File: config.mk
export PLATFORM = sky130hd
export DESIGN_NAME = branch_predictor_table
export DESIGN_NICKNAME = d
export VERILOG_FILES = /design/src/rtl/branch_predictor_table.sv
export SDC_FILE = /design/constraint.sdc
export NUM_CORES = 1
export LEC_CHECK = 0
export CORE_AREA = 2 2 81 83
export DETAILED_ROUTE_END_ITERATION = 10
export DIE_AREA = 0 0 83 85
export HOLD_SLACK_MARGIN = 0.03
export PLACE_DENSITY_LB_ADDON = 0.15
export SYNTH_ARGS = -nofsm -noshare
export SYNTH_HDL_FRONTEND = slang
export SYNTH_SLANG_ARGS = --single-unit
File: constraint.sdc
create_clock -name clk -period 2.7 [get_ports clk]
set_input_delay 0.27 -clock clk [delete_from_list [all_inputs] [get_ports clk]]
set_output_delay 0.27 -clock clk [all_outputs]
set_load 0.01 [all_outputs]
File: src/rtl/branch_predictor_table.sv
// Branch direction predictor: a table of saturating counters with optional gshare
// indexing, resolution-time training and a saturating misprediction counter.

module bpt_counter #(
    parameter int CNT_W = 2
) (
    input  logic             clk,
    input  logic             rst,
    input  logic             inc,
    input  logic             dec,
    output logic [CNT_W-1:0] value
);
    localparam logic [CNT_W-1:0] MAX  = '1;
    localparam logic [CNT_W-1:0] ONE  = CNT_W'(1);
    localparam logic [CNT_W-1:0] WEAK = MAX >> 1;

    always_ff @(posedge clk) begin
        if (rst)
            value <= WEAK;
        else if (inc && value != MAX)
            value <= value + ONE;
        else if (dec && value != '0)
            value <= value - ONE;
    end
endmodule

module branch_predictor_table #(
    parameter int IDX_W  = 4,
    parameter int CNT_W  = 2,
    parameter int HIST_W = 4,
    parameter bit GSHARE = 1'b1
) (
    input  logic             clk,
    input  logic             rst,
    input  logic             req_valid,
    input  logic [IDX_W-1:0] req_pc,
    output logic             pred_valid,
    output logic             pred_taken,
    output logic [IDX_W-1:0] pred_idx,
    input  logic             upd_valid,
    input  logic [IDX_W-1:0] upd_idx,
    input  logic             upd_taken,
    input  logic             upd_pred,
    output logic [15:0]      mispred_cnt
);
    localparam int DEPTH = 1 << IDX_W;

    typedef struct packed {
        logic             taken;
        logic [IDX_W-1:0] idx;
    } pred_t;

    logic [DEPTH-1:0][CNT_W-1:0] ctr;
    logic [HIST_W-1:0]           hist;
    logic [HIST_W-1:0]           hist_nxt;
    logic [IDX_W-1:0]            idx;
    pred_t                       pred_q;
    logic [15:0]                 mis_q;

    // History is zero-extended into the low index bits before the xor.
    generate
        if (GSHARE) begin : g_gshare
            assign idx = req_pc ^ IDX_W'(hist);
        end else begin : g_bimodal
            assign idx = req_pc;
        end

        if (HIST_W == 1) begin : g_h1
            assign hist_nxt = upd_taken;
        end else begin : g_hn
            assign hist_nxt = {hist[HIST_W-2:0], upd_taken};
        end

        for (genvar i = 0; i < DEPTH; i++) begin : g_ent
            logic hit;
            assign hit = upd_valid && (upd_idx == IDX_W'(i));
            bpt_counter #(.CNT_W(CNT_W)) u_ctr (
                .clk  (clk),
                .rst  (rst),
                .inc  (hit && upd_taken),
                .dec  (hit && !upd_taken),
                .value(ctr[i])
            );
        end
    endgenerate

    // Table read is combinational, so a same-cycle update is not visible here.
    always_ff @(posedge clk) begin
        if (rst) begin
            pred_valid <= 1'b0;
            pred_q     <= '0;
        end else begin
            pred_valid <= req_valid;
            if (req_valid) begin
                pred_q.idx   <= idx;
                pred_q.taken <= ctr[idx][CNT_W-1];
            end
        end
    end

    always_ff @(posedge clk) begin
        if (rst)
            hist <= '0;
        else if (upd_valid)
            hist <= hist_nxt;
    end

    always_ff @(posedge clk) begin
        if (rst)
            mis_q <= '0;
        else if (upd_valid && (upd_taken != upd_pred) && (mis_q != 16'hFFFF))
            mis_q <= mis_q + 16'd1;
    end

    assign pred_taken  = pred_q.taken;
    assign pred_idx    = pred_q.idx;
    assign mispred_cnt = mis_q;
endmodule

Word level (Yosys, flattened, before mapping)
Index checks and enable logic that the tools add are counted.

operators by class
  equality and inequality tests = 33
  bitwise logic cells = 1
  multiplexer cells = 34
  magnitude comparators = 1
  reduce and logical (&&, ||, !) cells = 116
  add/sub/neg operators = 33

operator list
  cell                                                 count
  logical AND 1 bit                                    82
  2-to-1 mux 2 bit                                     33
  nonzero test 2 bit                                   32
  adder 2 x 1 -> 2 bit (second input constant)         16
  == test 4 bit (second input constant)                8
  inequality test 2 bit (second input constant)        16
  subtractor 2 x 1 -> 2 bit (second input constant)    16
  adder 16 x 1 -> 16 bit (second input constant)       1
  == test 4 x 3 -> 1 bit (second input constant)       4
  inequality test 16 bit (second input constant)       1
  binary-select mux 2 bit (select 4 bit)               1
  == test 4 x 2 -> 1 bit (second input constant)       2
  < comparator 4 x 5 -> 1 bit (second input constant)  1
  == test 4 x 1 -> 1 bit (second input constant)       1
  zero test 4 bit                                      1
  bitwise XOR 4 bit                                    1
  zero test 1 bit                                      1
  inequality test 1 bit                                1

storage, ports and cells
  bits in registers = 58

Logic depth before layout (Yosys ltp)
Gate-level depths: netlist of the first run.

  word-level depth = 6
  depth in mapped cells = 6
  depth with buffers taken out = 5

By module
A second synthesis of the first run with hierarchy kept.

unflattened totals
  cells, all modules = 366
  area, all modules = 3000.4 um^2

modules (own cells, without submodules)
  module                  area each (um^2)  seq. area each (um^2)  cells an instance  instances
  branch_predictor_table  1539.0            520.5                  190                1
  bpt_counter             91.3              40.0                   11                 16

Worst setup path before layout of the first run
Ideal clock, no wire load.

  path kind = reg-to-reg
  from = reg hist[1]
  to = reg pred_q (netlist bit pred_taken)
  slack = 954 ps
  buffers on the path = 0
  clock period less this slack = 1746 ps
  arrival time = 1610 ps
  cell stages (with the launch flop) = 6
  data required time = 2564 ps
  cells stage by stage = dfxtp_1 > xnor2_1 > mux4_2 > mux2_2 > nand3b_1 > o311ai_1

on the way
  longest elaborated chain between the ends = 3

ends and longest elaborated chain
  element                                 RTL line  text
  start, declared                         54        logic [HIST_W-1:0] hist;
  start signal, assigned                  105       hist <= hist_nxt;
  bitwise XOR 4 bit                       63        assign idx = req_pc ^ IDX_W'(hist);
  binary-select mux 2 bit (select 4 bit)  96        pred_q.taken <= ctr[idx][CNT_W-1];
  2-to-1 mux 2 bit (implied by the code)  96
  end, declared                           57        pred_t pred_q;

Every way passes these cells. The select of a mux whose other input is x is not followed.
A chain may end at the register's enable or synchronous reset.

Worst setup path after layout of the first run
  from = in upd_valid
  to = reg g_ent[10].u_ctr.value[0]

on the way
  longest elaborated chain between the ends = 4
  elaborated cells between the ends (all ways) = 7
  those cells by class = mux: 1; reduce/logical: 6

ends and longest elaborated chain
  element                                                        RTL line  text
  start, declared                                                40        input logic upd_valid,
  logical AND 1 bit (*)                                          76        assign hit = upd_valid && (upd_idx == IDX_W'(i));
  logical AND 1 bit, on equally long branches                    80, 81
  logical AND 1 bit, on equally long branches                    20, 22
  2-to-1 mux 2 bit / nonzero test 2 bit (equally long branches)  -
  end signal, assigned                                           21        value <= value + ONE;
  end signal, assigned                                           23        value <= value - ONE;
  end, declared                                                  11        output logic [CNT_W-1:0] value

Every way passes the cells marked *; elsewhere a longest branch is shown, timed or not.

==> impl_metrics.toml, run 1 <==
[yosys]
synth-adder-area-share = 0.00420
avgSynthCellArea_um2 = 8.21
yosysSeqAreaShare = 0.389
synth_mux_area_frac = 0.0600
synth-compound-area-share = 0.213
ys_types = 46
synth-simple-area-share = 0.257
async_reset_ff_frac = 0
synth_xor_xnor_area_share = 0.0436
synth_fp_nets = 378
syn-instance-count = 363
ys.flop_type = "dfxtp_1"
synth_top_family_by_area = "simple AND/OR/NAND/NOR gates"
syn-cell-area_um2 = 2980
synth_edf_count = 0
yosysWarnings = 0
ys_seq_elements = 58

[power_and_ir_drop]
powerDensity_nw_per_um2 = 561
p_leak_nw = 1.35
finalPower_w = 0.00205
peakVddDrop_mv = 0.408

[worst_setup_path]
arrival_ns = 2.13
r2r-end = "pred_taken"
r2r_start = "hist[0]"
end_kind = "register"
r2r_slack_ns = 0.88
start_kind = "input port"
path_buf_inv = 1
crit_fanout = 11
path_cells = "clkdlybuf4s50_1 > or3b_2 > nor2_1 > a21oi_1 > o221ai_1 > nand2_1"
critPathTopFamily = "simple AND/OR/NAND/NOR gates"
reg2reg_depth = 5
max_stage_delay_ns = 0.73
cp_slowest_cell = "clkdlybuf4s50_1"
worstPathRequired_ns = 2.91
path_class = "in -> reg"

[global_route]
grt_pass1_vias = 2470
track_usage = 0.206
antenna_found_initial = 0
grt_first_pass_wirelength_um = 11800
grt_overflow_total = 0
grt_max_degree = 46

[finish]
syn2layout_area_growth_pct = 22.3
drive_gt1_frac = 0.108
antennaDiodeCount = 0
finalNetCount = 417

[clock_network]
cts.sinks = 58
clock_path_buffers = 2
htreeDepth = 3
cts_hold_buffers = 0
root_buffer = "clkbuf_8"
post_cts_buffers = 0
cts_tree = "built"
worstSkewPairLatency_ns = 0.34
clk_pin_slew_ns = 0.07
cts_inserted_buffers = 9
post_cts_resized = 0

[placed_design]
gp_congestion = 0.807
dp_slack_ns = 0.442
dp_hpwl_um = 4820
io_buffers = 35

[drt]
finalWirelength_um = 7090
wl_met3_um = 337
first_pass_iters = 4
wl_met2_um = 3230
drt_iter0_markers = 149
vias = 2733
drc = 0
routed.top_layer = "met4"
ant_nets = 0
detail_route.wl_per_cell_um = 14.6
drt-met1-wl_um = 3440
post_drt_via_cell_ratio = 5.65

[hold_path]
hold_depth = 2
hp-start = "pred_idx[3]"
hold_path_end = "pred_idx[3]"
holdCritPathClass = "reg -> reg"

[timing]
grt_setup_unrepaired = "no"
fmaxAchievable_mhz = 521
tightest_slew_ns = 0.584
period_needed_ns = 1.92
skew_ns = 0.00607
relSlewSlack = 0.610
hold_viol = 0
finalCritPeriodShare = 0.710
setup_viol = 0
drv_slew = 0
setup_ws_ns = 0.782
fin_tns_setup_ns = 0

[die]
dieArea_um2 = 7060
die_y_um = 85
die_x_um = 83
initial_core_util = 0.481
io_pins = 36
fp.coreArea_um2 = 6200
core.rowCount = 29

[run_status]
outcome = "finished, final reports clean"

[job]
cap_violations = 0
kinds of logic (layout without fill, tap and decap cells):
| family | Yosys count | after routing |
|---|---|---|
| mux | 12 | 12 |
| simple gates | 149 | 149 |
| buf+inv | 24 | 68 |
| xor+xnor | 14 | 14 |
| fa+ha+maj | 1 | 1 |
| compound gates | 105 | 105 |
| flops | 58 | 58 |
synthesized netlist by cell type, types with 5 or more instances:
cell	count	area, um2
inv_1	8	30.0
dfxtp_1	58	1160
nand4_1	6	37.5
a21oi_1	37	185
and3_1	12	75.1
or3_1	5	31.3
o21ai_0	28	140
nand2b_1	7	43.8
nand3_1	11	55.1
a211oi_1	10	75.1
nand2_1	23	86.3
clkbuf_1	13	48.8
mux2i_1	7	70.1
nand3b_1	6	45.0
or2_2	8	50.1
o221ai_1	6	52.6
o31ai_1	11	82.6
xnor2_1	12	105
nor2_1	53	199
where the power goes:
group / internal [W] / total [W] / switching [W]
registers: 0.000895 / 0.000934 / 0.0000395
logic: 0.000108 / 0.000221 / 0.000113
clock network: 0.000538 / 0.000891 / 0.000353
total: 0.00154 / 0.00205 / 0.000505
through the flow:
stage / utilization / std cells / hold WS (ns) / cell area, um2
6_report: 0.588 / 484 / 0.497 / 3650
2_1_floorplan: - / 363 / 0.455 / 2980
3_5_place_dp: 0.553 / 468 / 0.486 / 3430
3_3_place_gp: 0.553 / 468 / 0.486 / 3430
4_1_cts: 0.588 / 484 / 0.498 / 3650
5_1_grt: 0.588 / 484 / 0.530 / 3650
worst max-delay path by stage:
stage / start / end / slack, ns / depth (start not counted)
6_report: upd_valid / g_ent[10].u_ctr.value[0] / 0.78 / 6
5_1_grt: upd_valid / g_ent[10].u_ctr.value[0] / 0.59 / 6
4_1_cts: upd_valid / g_ent[10].u_ctr.value[0] / 0.81 / 6
3_5_place_dp: upd_valid / g_ent[10].u_ctr.value[0] / 0.44 / 6
3_3_place_gp: req_pc[0] / pred_taken / 0.52 / 6
2_1_floorplan: hist[1] / pred_taken / 0.95 / 5
sequential cells by signal (all words and copies together), names as in the netlist:
register           count
hist                   4
pred_taken             1
g_ent.u_ctr.value     32
pred_valid             1
pred_idx               4
mispred_cnt           16
tightest hold or removal path: stages (launching register included):
cell and delay, ns:
dfxtp_1 0.31, nor2_1 0.09, a211oi_1 0.05
metal layers:
layer  track usage  up-vias
met1         0.271     1270
met2         0.334       65
met4        0.0656        0
met3        0.0496        9
li1              -     1389
met5             0        -
layout make-up:
class,instances,area [um2]
Multi-Input combinational cell,281,1720
Clock inverter,6,80.1
Sequential cell,58,1160
Timing Repair Buffer,44,418
Clock buffer,10,138
Inverter,8,30.0
Fill cell,567,2560
Tap cell,77,96.3
cell usage in the layout, fill, tap and decap left out, types with 2 or more instances in the layout:
cell type	netlist	layout
or3_1	5	5
mux4_1	2	2
nand3_1	11	11
nand2_1	23	23
and3_1	12	12
inv_1	8	8
nand4_1	6	6
a22oi_1	2	2
xnor2_1	12	12
nand3b_1	6	6
a211oi_1	10	10
and2_1	3	3
buf_4	1	9
o221ai_1	6	6
mux4_2	2	2
and3b_1	2	2
dfxtp_1	58	58
bufinv_16	0	2
nor3_1	3	3
nor2b_1	3	3
clkdlybuf4s50_1	0	35
mux2i_1	7	7
nor2_1	53	53
clkbuf_8	0	10
clkinv_2	0	4
a21o_1	3	3
o21ai_0	28	28
o31ai_1	11	11
or2_2	8	8
nand2b_1	7	7
a31oi_1	2	2
a21oi_1	37	37
o21a_1	2	2
Note: power is estimated with default switching activity, not from simulation.
==> run 2, diff against run 1 <==
Clock period 2.7 ns to 1.64 ns, I/O delays scaled along.
==> run 2 against run 1 <==
The run now ends with negative setup slack left. Count of clock-buffer cells in the layout is 2 higher. Clock skew is 0.00075 ns higher. Sequential share of layout area is 3.0 points lower. Non-clock buffer count is 40 higher. Sequential power is 65% higher. Clock power is 89% higher. Utilization is 6.2 points higher. Worst setup slack worse by 0.82 ns. Design area is 11% higher.
==> impl_metrics.toml, run 2 (synthesized netlist as in run 1, its figures left out) <==
[power_and_ir_drop]
peakVddDrop_mv = 0.502
clockPowerShare = 0.461
netSwitchingFraction = 0.234
p_leak_nw = 1.58
combPwrFrac = 0.115
power_frac_seq = 0.423
p_int_w = 0.00279
powerDensity_nw_per_um2 = 901
power_switching_w = 0.000849

[drt]
detail_route.wl_per_cell_um = 14.3
drt_iter0_markers = 214
post_drt_via_cell_ratio = 5.59
drc = 0
vias = 2930
finalWirelength_um = 7520
first_pass_iters = 4
ant_nets = 0

[finish]
drive_gt1_frac = 0.204
nFillCells = 550
final_cell_mix = "57 x dfxtp_1, 52 x nor2_1, 49 x buf_4"
largest_register_ffs = 32
final_util = 0.650
antennaDiodeCount = 0
syn2layout_area_growth_pct = 35.3
final_common_cell = "dfxtp_1"
finalNetCount = 457
largest-register = "g_ent.u_ctr.value"

[timing]
finalCritPeriodShare = 1.02
drv_slew = 0
setup_viol = 1
setup_ws_ns = -0.0368
tightest_slew_ns = 0.375
period_needed_ns = 1.68
relSlewSlack = 0.749
skew_ns = 0.00683
fmaxAchievable_mhz = 596
hold_viol = 0
grt_setup_unrepaired = "yes"
hold_ws_ns = 0.424

[clock_network]
cts_hold_buffers = 0
clk_pin_slew_ns = 0.07
clock_path_buffers = 2
htreeDepth = 3
root_buffer = "clkbuf_8"
cts.sinks = 58
cts_tree = "built"
worstSkewPairLatency_ns = 0.34
cts_inserted_buffers = 9

[die]
fp.coreArea_um2 = 6200
io_pins = 36
die_y_um = 85
dieArea_um2 = 7060
initial_core_util = 0.481
core.rowCount = 29
die_x_um = 83

[worst_setup_path]
r2r_start = "hist[0]"
crit_fanout = 5
end_kind = "register"
arrival_ns = 1.89
crit_start = "hist[0]"
worstPathRequired_ns = 1.85
start_kind = "register"
path_class = "reg -> reg"

[global_route]
grt_use_met1 = 0.294
grt.busiest_layer = "met2"
grt_overflow_total = 0
grt_first_pass_wirelength_um = 12500
grtUsageMet2 = 0.345
grt_max_degree = 27
antenna_found_initial = 0
track_usage = 0.221
grtUsageMet3 = 0.0467
grt_pass1_vias = 2717

[job]
cap_violations = 0

[run_status]
violations = "negative setup slack"
outcome = "complete, but fails checks"

[placed_design]
dp_hpwl_um = 5400
gp_congestion = 0.850
io_buffers = 35

[hold_path]
holdCritPathClass = "in -> reg"
hp-start = "upd_taken"
run 2: worst max-delay path, cell delays in order (launching register included):
cell and delay (ns):
dfxtp_2 0.35, xnor2_4 0.23, mux4_2 0.53, mux2_2 0.27, nand3b_1 0.08, o311ai_1 0.08
run 2: area by class of cell:
type | count | area [um2] | area share
Clock buffer | 12 | 155 | 0.0385
Clock inverter | 4 | 97.6 | 0.0242
Inverter | 8 | 30.0 | 0.00744
Multi-Input combinational cell | 281 | 1770 | 0.440
Sequential cell | 58 | 1160 | 0.288
Tap cell | 77 | 96.3 | 0.0239
Timing Repair Buffer | 84 | 719 | 0.178
run 2: worst paths after layout:
path	end	slack, ns	cells after the start
max	pred_taken	-0.04	5
min	g_ent[4].u_ctr.value[1]	0.42	4
max reg2reg	pred_taken	-0.04	5
min reg2reg	pred_idx[0]	0.49	2
run 2: per-layer routing:
metal	routed length, um	share of wire
met1	3560	0.47
met2	3400	0.45
met3	375	0.050
met4	178	0.024
met5	0	0
run 2: timing repair:
| item | in CTS | in global routing |
|---|---|---|
| setup endpoints to repair | 5 | 8 |
| resized for setup | 4 | 6 |
| setup buffers | 0 | 1 |
| pin swaps | 0 | 1 |
run 2: power by group through the flow:
stage	logic [W]	clock network, W	registers, W
after floorplan	0.000233	0	0.00156
after global placement	0.000402	0	0.00156
after detailed placement	0.000413	0	0.00157
after CTS	0.000420	0.00171	0.00154
after global routing	0.000461	0.00177	0.00155
final	0.000419	0.00168	0.00154
run 2: stage by stage:
stage	total power [W]	area (um2)	setup TNS (ns)	setup WS (ns)	cells
floorplan	0.00179	2990	0	0.00317	363
global placement	0.00197	3730	-5.27	-0.409	507
detailed placement	0.00198	3730	-6.51	-0.439	507
CTS	0.00366	4000	-0.0335	-0.0335	523
global route	0.00378	4030	-0.118	-0.0901	524
finish	0.00364	4030	-0.0368	-0.0368	524
